[config.mk]
export PLATFORM = sky130hd
export DESIGN_NAME = mdu_iter
export DESIGN_NICKNAME = d
export VERILOG_FILES = /design/src/rtl/mdu_iter.sv
export SDC_FILE = /design/constraint.sdc
export NUM_CORES = 1
export LEC_CHECK = 0
export ABC_AREA = 1
export BUFFER_PORTS_ARGS = -buffer_cell sky130_fd_sc_hd__buf_2
export CELL_PAD_IN_SITES_DETAIL_PLACEMENT = 1
export CELL_PAD_IN_SITES_GLOBAL_PLACEMENT = 2
export CORE_ASPECT_RATIO = 1.25
export CORE_MARGIN = 5
export CORE_UTILIZATION = 33
export CTS_CLUSTER_DIAMETER = 50
export CTS_CLUSTER_SIZE = 8
export DETAILED_ROUTE_END_ITERATION = 16
export GPL_TIMING_DRIVEN = 0
export PLACE_DENSITY = 0.91
export SETUP_SLACK_MARGIN = 0.2
export SYNTH_ARGS = -nofsm -noshare
export SYNTH_HDL_FRONTEND = slang
export SYNTH_SLANG_ARGS = --single-unit
export TNS_END_PERCENT = 100
[constraint.sdc]
create_clock -name clk -period 9.1 [get_ports clk]
set_input_delay 1.82 -clock clk [delete_from_list [all_inputs] [get_ports clk]]
set_output_delay 1.82 -clock clk [all_outputs]
set_load 0.1 [all_outputs]
[src/rtl/mdu_iter.sv]
// Iterative RV32M multiply/divide unit: one shift-add or restoring shift-subtract step per clock.
// The datapath works on operand magnitudes; sign correction and RISC-V corner cases are applied in FIX.
module mdu_iter #(
  parameter int XLEN = 32,
  parameter int CNTW = 5
) (
  input  logic            clk,
  input  logic            rst,
  input  logic            start,
  input  logic [2:0]      funct3,
  input  logic [XLEN-1:0] rs1_val,
  input  logic [XLEN-1:0] rs2_val,
  input  logic [4:0]      rd_in,
  input  logic            flush,
  output logic            busy,
  output logic            done,
  output logic [XLEN-1:0] wb_data,
  output logic [4:0]      wb_addr,
  output logic            wb_en
);

  typedef enum logic [1:0] {S_IDLE, S_CALC, S_FIX, S_DONE} state_t;

  localparam logic [XLEN-1:0] MIN_NEG  = {1'b1, {(XLEN-1){1'b0}}};
  localparam logic [CNTW-1:0] LAST_CNT = CNTW'(XLEN-1);

  state_t            state_q, state_d;
  logic [CNTW-1:0]   cnt_q, cnt_d;
  logic [2:0]        op_q, op_d;
  logic [4:0]        rd_q, rd_d;
  logic [XLEN-1:0]   a_q, a_d;
  logic [XLEN-1:0]   b_q, b_d;
  logic              sa_q, sa_d;
  logic              sb_q, sb_d;
  logic              div0_q, div0_d;
  logic              ovf_q, ovf_d;
  logic [2*XLEN-1:0] prod_q, prod_d;
  logic              busy_q, busy_d;
  logic              done_q, done_d;
  logic              wb_en_q, wb_en_d;
  logic [XLEN-1:0]   wb_data_q, wb_data_d;
  logic [4:0]        wb_addr_q, wb_addr_d;

  logic              in_sa, in_sb;
  logic [XLEN-1:0]   in_abs_a, in_abs_b;

  // Sign flags for a new request: a flag is set only when the op treats that operand as signed
  always_comb begin
    in_sa = 1'b0;
    in_sb = 1'b0;
    case (funct3)
      3'b000, 3'b001, 3'b100, 3'b110: begin
        in_sa = rs1_val[XLEN-1];
        in_sb = rs2_val[XLEN-1];
      end
      3'b010:  in_sa = rs1_val[XLEN-1];
      default: ;
    endcase
    in_abs_a = in_sa ? -rs1_val : rs1_val;
    in_abs_b = in_sb ? -rs2_val : rs2_val;
  end

  logic [XLEN:0]     mul_sum;
  logic [XLEN:0]     div_trial;
  logic [2*XLEN-1:0] prod_signed;
  logic [XLEN-1:0]   quo_signed, rem_signed, rs1_back, fix_res;

  // Product register holds {partial high, multiplier}; divide uses it as {remainder, dividend/quotient}
  always_comb begin
    mul_sum     = {1'b0, prod_q[2*XLEN-1:XLEN]} + (prod_q[0] ? {1'b0, a_q} : '0);
    div_trial   = prod_q[2*XLEN-1:XLEN-1] - {1'b0, b_q};
    prod_signed = (sa_q ^ sb_q) ? -prod_q : prod_q;
    quo_signed  = (sa_q ^ sb_q) ? -prod_q[XLEN-1:0] : prod_q[XLEN-1:0];
    rem_signed  = sa_q ? -prod_q[2*XLEN-1:XLEN] : prod_q[2*XLEN-1:XLEN];
    rs1_back    = sa_q ? -a_q : a_q;
    case (op_q)
      3'b000:                 fix_res = prod_signed[XLEN-1:0];
      3'b001, 3'b010, 3'b011: fix_res = prod_signed[2*XLEN-1:XLEN];
      3'b100, 3'b101:         fix_res = div0_q ? '1 : (ovf_q ? MIN_NEG : quo_signed);
      default:                fix_res = div0_q ? rs1_back : (ovf_q ? '0 : rem_signed);
    endcase
  end

  always_comb begin
    state_d   = state_q;
    cnt_d     = cnt_q;
    op_d      = op_q;
    rd_d      = rd_q;
    a_d       = a_q;
    b_d       = b_q;
    sa_d      = sa_q;
    sb_d      = sb_q;
    div0_d    = div0_q;
    ovf_d     = ovf_q;
    prod_d    = prod_q;
    wb_data_d = wb_data_q;
    wb_addr_d = wb_addr_q;
    done_d    = 1'b0;

    case (state_q)
      S_IDLE: begin
        if (start && !flush) begin
          state_d = S_CALC;
          cnt_d   = '0;
          op_d    = funct3;
          rd_d    = rd_in;
          a_d     = in_abs_a;
          b_d     = in_abs_b;
          sa_d    = in_sa;
          sb_d    = in_sb;
          div0_d  = (rs2_val == '0);
          ovf_d   = ((funct3 == 3'b100) || (funct3 == 3'b110)) &&
                    (rs1_val == MIN_NEG) && (&rs2_val);
          prod_d  = funct3[2] ? {{XLEN{1'b0}}, in_abs_a} : {{XLEN{1'b0}}, in_abs_b};
        end
      end
      S_CALC: begin
        if (flush) begin
          state_d = S_IDLE;
        end else begin
          if (op_q[2]) begin
            if (!div_trial[XLEN]) prod_d = {div_trial[XLEN-1:0], prod_q[XLEN-2:0], 1'b1};
            else                  prod_d = {prod_q[2*XLEN-2:0], 1'b0};
          end else begin
            prod_d = {mul_sum, prod_q[XLEN-1:1]};
          end
          if (cnt_q == LAST_CNT) state_d = S_FIX;
          else                   cnt_d   = cnt_q + CNTW'(1);
        end
      end
      S_FIX: begin
        if (flush) begin
          state_d = S_IDLE;
        end else begin
          state_d   = S_DONE;
          wb_data_d = fix_res;
          wb_addr_d = rd_q;
          done_d    = 1'b1;
        end
      end
      default: state_d = S_IDLE;
    endcase

    busy_d  = (state_d != S_IDLE);
    wb_en_d = done_d && (wb_addr_d != 5'd0);
  end

  always_ff @(posedge clk or posedge rst) begin
    if (rst) begin
      state_q   <= S_IDLE;
      cnt_q     <= '0;
      op_q      <= '0;
      rd_q      <= '0;
      a_q       <= '0;
      b_q       <= '0;
      sa_q      <= 1'b0;
      sb_q      <= 1'b0;
      div0_q    <= 1'b0;
      ovf_q     <= 1'b0;
      prod_q    <= '0;
      busy_q    <= 1'b0;
      done_q    <= 1'b0;
      wb_en_q   <= 1'b0;
      wb_data_q <= '0;
      wb_addr_q <= '0;
    end else begin
      state_q   <= state_d;
      cnt_q     <= cnt_d;
      op_q      <= op_d;
      rd_q      <= rd_d;
      a_q       <= a_d;
      b_q       <= b_d;
      sa_q      <= sa_d;
      sb_q      <= sb_d;
      div0_q    <= div0_d;
      ovf_q     <= ovf_d;
      prod_q    <= prod_d;
      busy_q    <= busy_d;
      done_q    <= done_d;
      wb_en_q   <= wb_en_d;
      wb_data_q <= wb_data_d;
      wb_addr_q <= wb_addr_d;
    end
  end

  assign busy    = busy_q;
  assign done    = done_q;
  assign wb_en   = wb_en_q;
  assign wb_data = wb_data_q;
  assign wb_addr = wb_addr_q;

endmodule

Word-level counts from Yosys, hierarchy flattened
Index checks and enable logic that the tools add are counted.
- register bits after elaboration: 187
- input bits: 76
- output and inout bits: 40
- word-level logic and storage cells: 98
- add/sub/neg operators: 9
- eq/ne operators: 16
- muxes and demuxes: 33
- bitwise operators: 2
- reductions and logical operators: 22
- operator list (kind ; count):
    two-way mux 32 bit ; 11
    two-way mux 64 bit ; 5
    negation 32 bit ; 5
    one-hot mux 64 bit (2 select lines) ; 1
    one-hot mux 32 bit (3 select lines) ; 1
    negation 64 bit ; 1
    adder 32 x 32 -> 33 bit ; 1
    subtractor 33 x 32 -> 33 bit ; 1
    equality test 32 bit (second input constant) ; 1
    zero test 32 bit ; 1
    AND reduction 32 bit ; 1
    two-way mux 5 bit ; 5
    equality test 3 bit (second input constant) ; 4
    one-hot mux 5 bit (2 select lines) ; 1
    equality test 3 x 2 -> 1 bit (second input constant) ; 3
    two-way mux 2 bit ; 4
    equality test 3 x 1 -> 1 bit (second input constant) ; 2
    zero test 3 bit ; 2
    != test 2 bit (second input constant) ; 3
    one-hot mux 2 bit (3 select lines) ; 1
    adder 5 x 1 -> 5 bit (second input constant) ; 1
    equality test 5 bit (second input constant) ; 1
    nonzero test 5 bit ; 1
    OR reduction 5 bit ; 1
    other kinds (16) ; 24

Longest topological paths before layout
- depth in word-level cells: 7
- depth in mapped cells: 21
- gate-level depth less buffers: 19

Worst setup path before layout
Ideal clock, no wire load.
- path type: input to register
- from: input port rs2_val[0]
- to: register prod_q[20]
- library setup time: 0.117 ns
- arrival: 3.168 ns
- data required time: 8.983 ns
- path slack: 5.815 ns
- cell stages on the path: 13
- path buffers: 0
- path through: inv_1 -> ha_1 -> nand3_1 -> nor2_1 -> nand2_1 -> o21ai_1 -> nand2_1 -> nand2_1 -> nand3_1 -> nand3_1 -> nand2_1 -> nand2_1 -> nand2_1
- cells in the longest elaborated chain, start to end: 5
- RTL lines (element ; RTL line ; source):
    start: declaration ; 12 ; input logic [XLEN-1:0] rs2_val,
    negation 32 bit ; 60 ; in_abs_b = in_sb ? -rs2_val : rs2_val;
    two-way mux 32 bit ; 60 ;
    two-way mux 32 bit ; 114 ; prod_d = funct3[2] ? {{XLEN{1'b0}}, in_abs_a} : {{XLEN{1'b0}}, in_abs_b};
    two-way mux 64 bit ; 102 ; if (start && !flush) begin
    one-hot mux 64 bit (2 select lines) ; 100 ; case (state_q)
    end signal: assignment ; 177 ; prod_q <= prod_d;
    end: declaration ; 37 ; logic [2*XLEN-1:0] prod_q, prod_d;
Every way passes these cells. The select of a mux whose other input is x is not followed.
A chain may end at the register's enable or synchronous reset.

Final worst setup path
- from: input port flush
- to: register prod_q[35]
- cells in the longest elaborated chain, start to end: 4
- elaborated cells between the ends (all ways): 5
- those cells by class: eq/ne: 2; reduce/logical: 3
- RTL lines (element ; RTL line ; source):
    start: declaration ; 14 ; input logic flush,
    zero test 1 bit ; 102 ;
    logical AND 1 bit ; 102 ;
    != test 2 bit (no source line) ; n/a ;
    AND reduction 3 bit (no source line) (*) ; n/a ;
Mark *: on every way between the ends. The rest lies on a longest branch, timed or not.

==> results.txt <==
By area the synthesized netlist is led by sky130_fd_sc_hd__dfrtp_1, sky130_fd_sc_hd__nand2_1, sky130_fd_sc_hd__nand3_1. The share of the synthesized area in the top cell type is 23.2%. The quantity of I/O buffers inserted on ports is 115. In the synthesized netlist the dominant register cell turns out to be sky130_fd_sc_hd__dfrtp_1. The total CTS buffers is 17. The placeable core region is about 0.061 mm². The actual slew at the worst max-slew pin came out at 0.932 ns. In this run the clock root is driven by a sky130_fd_sc_hd__clkbuf_16. The worst slack at placement came out at 4.69 ns.

The static leakage power came out at roughly 12 nW. The die is 286 µm tall. In the layout the commonest cells are sky130_fd_sc_hd__nand2_1, sky130_fd_sc_hd__inv_1, sky130_fd_sc_hd__nor2_1.

The largest driver fanout on the critical path came out at 10. For this run, design rule violations remaining after detail routing come to 0. The flow ran to the end, and the final reports show no timing, DRC or antenna violations. The maximum number of pins on one net before global-route repair came out at 100. The largest single stage delay on the critical path is 0.70 ns.

The number of antenna repair diodes came out at 0. The buffers plus inverters on the worst setup path is 5. STA classifies the critical path startpoint as an input pin. The area enclosed by the die boundary came out at 0.0662 mm². The net total in the final layout is 3782. The worst max-slew margin expressed relative to the limit is 37.8%. The final-report max-slew violation count is 0. The number of global-route vias before repair is 24000. The global-route wire length before repair is 148000 µm. After synthesis, flip-flops and latches occupy 23.2% of the total area. Setup repair after global routing left no endpoint under its margin.

Summed over all nets, the half-perimeter wirelength after detailed placement is roughly 84000 µm. The final hold violation count came out at 0. The total standard cell area after synthesis came out at 0.0202 mm². The proportion of layout cells with a drive suffix above 1 came out at roughly 8%. The gate count of the mapped netlist is around 3500. From left edge to right edge, the die measures ~230 µm. The total of endpoints with negative setup slack in the final report is 0.

The final layout contains routed wiring with a total length of 99100 µm. The number of placement rows is 101. The classification of the worst setup path is input pin to flip-flop. TritonCTS built the clock tree. In this run the deepest clock path goes through 2 buffers.

The share of synthesized registers carrying an async set or reset came out at 100%. Global routing used 29.3% of the available tracks. The final weighted congestion in routability-driven placement is 1.00. The setup skew after layout is 0.0209 ns. The vias after detailed routing came out at 24100. Synthesis inferred 187 register bits.

Once the clock tree was built, the setup fixing pass inserted 0 buffers. Relative to the synthesized area, the layout overhead comes to 10.7%. The insertion delay of the later-clocked pin in the worst-skew pair is 0.50 ns. Once routing completed, OpenROAD measured the worst setup slack at 5.18 ns. The clock sink count is 187.

The number of nets with antenna violations after detailed routing came out at 0. The count of yosys warnings during synthesis is 0. The worst-case vdd ir drop is between 0.1 and 0.15 mV. The count of different cell masters after synthesis is 52. In the routed layout, each cell is associated on average with a via count of 5.45. The critical path goes through buf_2 > inv_1 > nand3_1 > inv_2 > nor2_1 > buf_2 > buf_1 > nand2_1 > nand2_1. The fraction of the cycle the final worst path needs is 43.0%. The first-pass iteration count of the detailed router is 6.

After detailed placement, the total cell area comes to 0.0217 mm². The count of boundary I/O pins came out at between 100 and 150. The worst setup path is captured at a flip-flop. The first-iteration detailed-routing DRC count is between 1500 and 2000. STA puts the critical path data required time at about 9.5 ns. Among all stages on the critical path, the largest delay is contributed by sky130_fd_sc_hd__buf_1. The net count after synthesis is 3647. The worst hold-check path type is flip-flop to flip-flop.

The number of instances resized during post-cts repair came out at 0. The mean instance size in the synthesized netlist is 5.76 µm². The routed design could run at a clock period as short as 3.92 ns.

Derived from the worst setup path, the maximum achievable clock frequency is about 260 MHz. The initial antenna violation count was 0. The count of flip-flops with a built-in enable after synthesis came out at 0. The number of maximum-capacitance violations is 0. The average wire per cell in the routed design is 22.4 µm. The power density relative to cell area is 292 mW/mm².

The kind of cell with the highest combined delay along the critical path is buffers and inverters. Clock-pin slew was measured on the worst setup and hold paths at 0.09 ns. The number of hold buffers added after cts came out at 0. Leaving out fill and tap cells, the most frequent cell in the layout is sky130_fd_sc_hd__nand2_1.

At the worst endpoint, the arrival time is around 4.4 ns. The starting utilization of the core area came out at 33.2%. The level count of the clock H-tree is 4.

The total overflow reported by the global router came out at 0. Summing all non-filler instances in the final layout gives an area of approximately 0.022 mm². The cell accounting for the most synthesized area is sky130_fd_sc_hd__dfrtp_1.
[layout make-up]
class	count	area, µm²
Buffer	115	529
Clock buffer	18	439
Clock inverter	13	149
Fill cell	8472	38300
Inverter	518	1950
Multi-Input combinational cell	2677	13000
Sequential cell	187	4680
Tap cell	772	966
Timing Repair Buffer	116	603
[cells in the mapped netlist (17+ instances only)]
cell	instances
sky130_fd_sc_hd__a21oi_1	168
sky130_fd_sc_hd__a31oi_1	47
sky130_fd_sc_hd__buf_1	17
sky130_fd_sc_hd__buf_2	28
sky130_fd_sc_hd__clkbuf_1	64
sky130_fd_sc_hd__dfrtp_1	187
sky130_fd_sc_hd__ha_1	72
sky130_fd_sc_hd__inv_1	500
sky130_fd_sc_hd__nand2_1	1077
sky130_fd_sc_hd__nand3_1	379
sky130_fd_sc_hd__nand3_2	24
sky130_fd_sc_hd__nand3b_1	19
sky130_fd_sc_hd__nand4_1	46
sky130_fd_sc_hd__nor2_1	386
sky130_fd_sc_hd__nor3_1	22
sky130_fd_sc_hd__o211ai_1	28
sky130_fd_sc_hd__o21ai_0	222
sky130_fd_sc_hd__o21ai_1	25
sky130_fd_sc_hd__xor2_1	43
[metal layers]
| layer | up-vias | share of wire (%) | GRT usage, % |
|---|---|---|---|
| met5 | - | 0 | 0 |
| met4 | 0 | 6.5 | 15.9 |
| met3 | 227 | 4.4 | 2.29 |
| met2 | 769 | 48 | 51.1 |
| met1 | 11600 | 41 | 35.9 |
| li1 | 11500 | - | - |
[logic make-up (layout without fill, tap and decap cells)]
kind of cell,count (synthesis),in the layout,share of synthesized area (%)
simple gates,2027,2027,43.4
buf+inv,633,780,12.3
compound gates,522,522,14.1
flops,187,187,23.2
fa+ha+maj,74,74,4.67
xor+xnor,54,54,2.35
[stage by stage]
step | hold WS (ns) | utilization [%] | setup TNS [ns] | total power [W] | cells
finish | 0.479 | 36.8 | 0 | 0.00652 | 4416
CTS | 0.483 | 36.8 | 0 | 0.00644 | 4416
global route | 0.510 | 36.8 | 0 | 0.00699 | 4416
floorplan | 0.444 | - | 0 | 0.00417 | 3497
detailed placement | 0.462 | 35.8 | 0 | 0.00562 | 4385
global placement | 0.459 | 35.8 | -69.70 | 0.00555 | 4384
[state kept, by name, summed over array words and instances (netlist names), 2 cells and up]
signal and count:
wb_addr 5, state_q 2, cnt_q 5, op_q 3
rd_q 5, a_q 32, b_q 32, wb_data 32
prod_q 64
[final timing paths]
path,start,endpoint,slack (ns),cells after the start
max,flush,prod_q[35]$_DFFE_PP0P_,5.18,9
min,wb_data[24]$_DFFE_PP0P_,wb_data[24]$_DFFE_PP0P_,0.48,2
max reg2reg,prod_q[0]$_DFFE_PP0P_,prod_q[47]$_DFFE_PP0P_,5.63,19
min reg2reg,wb_data[24]$_DFFE_PP0P_,wb_data[24]$_DFFE_PP0P_,0.48,2
max in group asynchronous,rst,b_q[0]$_DFFE_PP0P_,6.73,3
min in group asynchronous,rst,wb_data[21]$_DFFE_PP0P_,1.33,2
[worst min-delay path: stages (launching register included)]
cell                      delay (ns)
sky130_fd_sc_hd__dfrtp_1        0.34
sky130_fd_sc_hd__nand2_1        0.05
sky130_fd_sc_hd__nand2_1        0.05
[report_power, final]
group,internal [W],switching [W]
Clock,0.000396,0.000409
Combinational,0.00129,0.00297
Sequential,0.00101,0.000439
(Power assumes the default switching activity.)
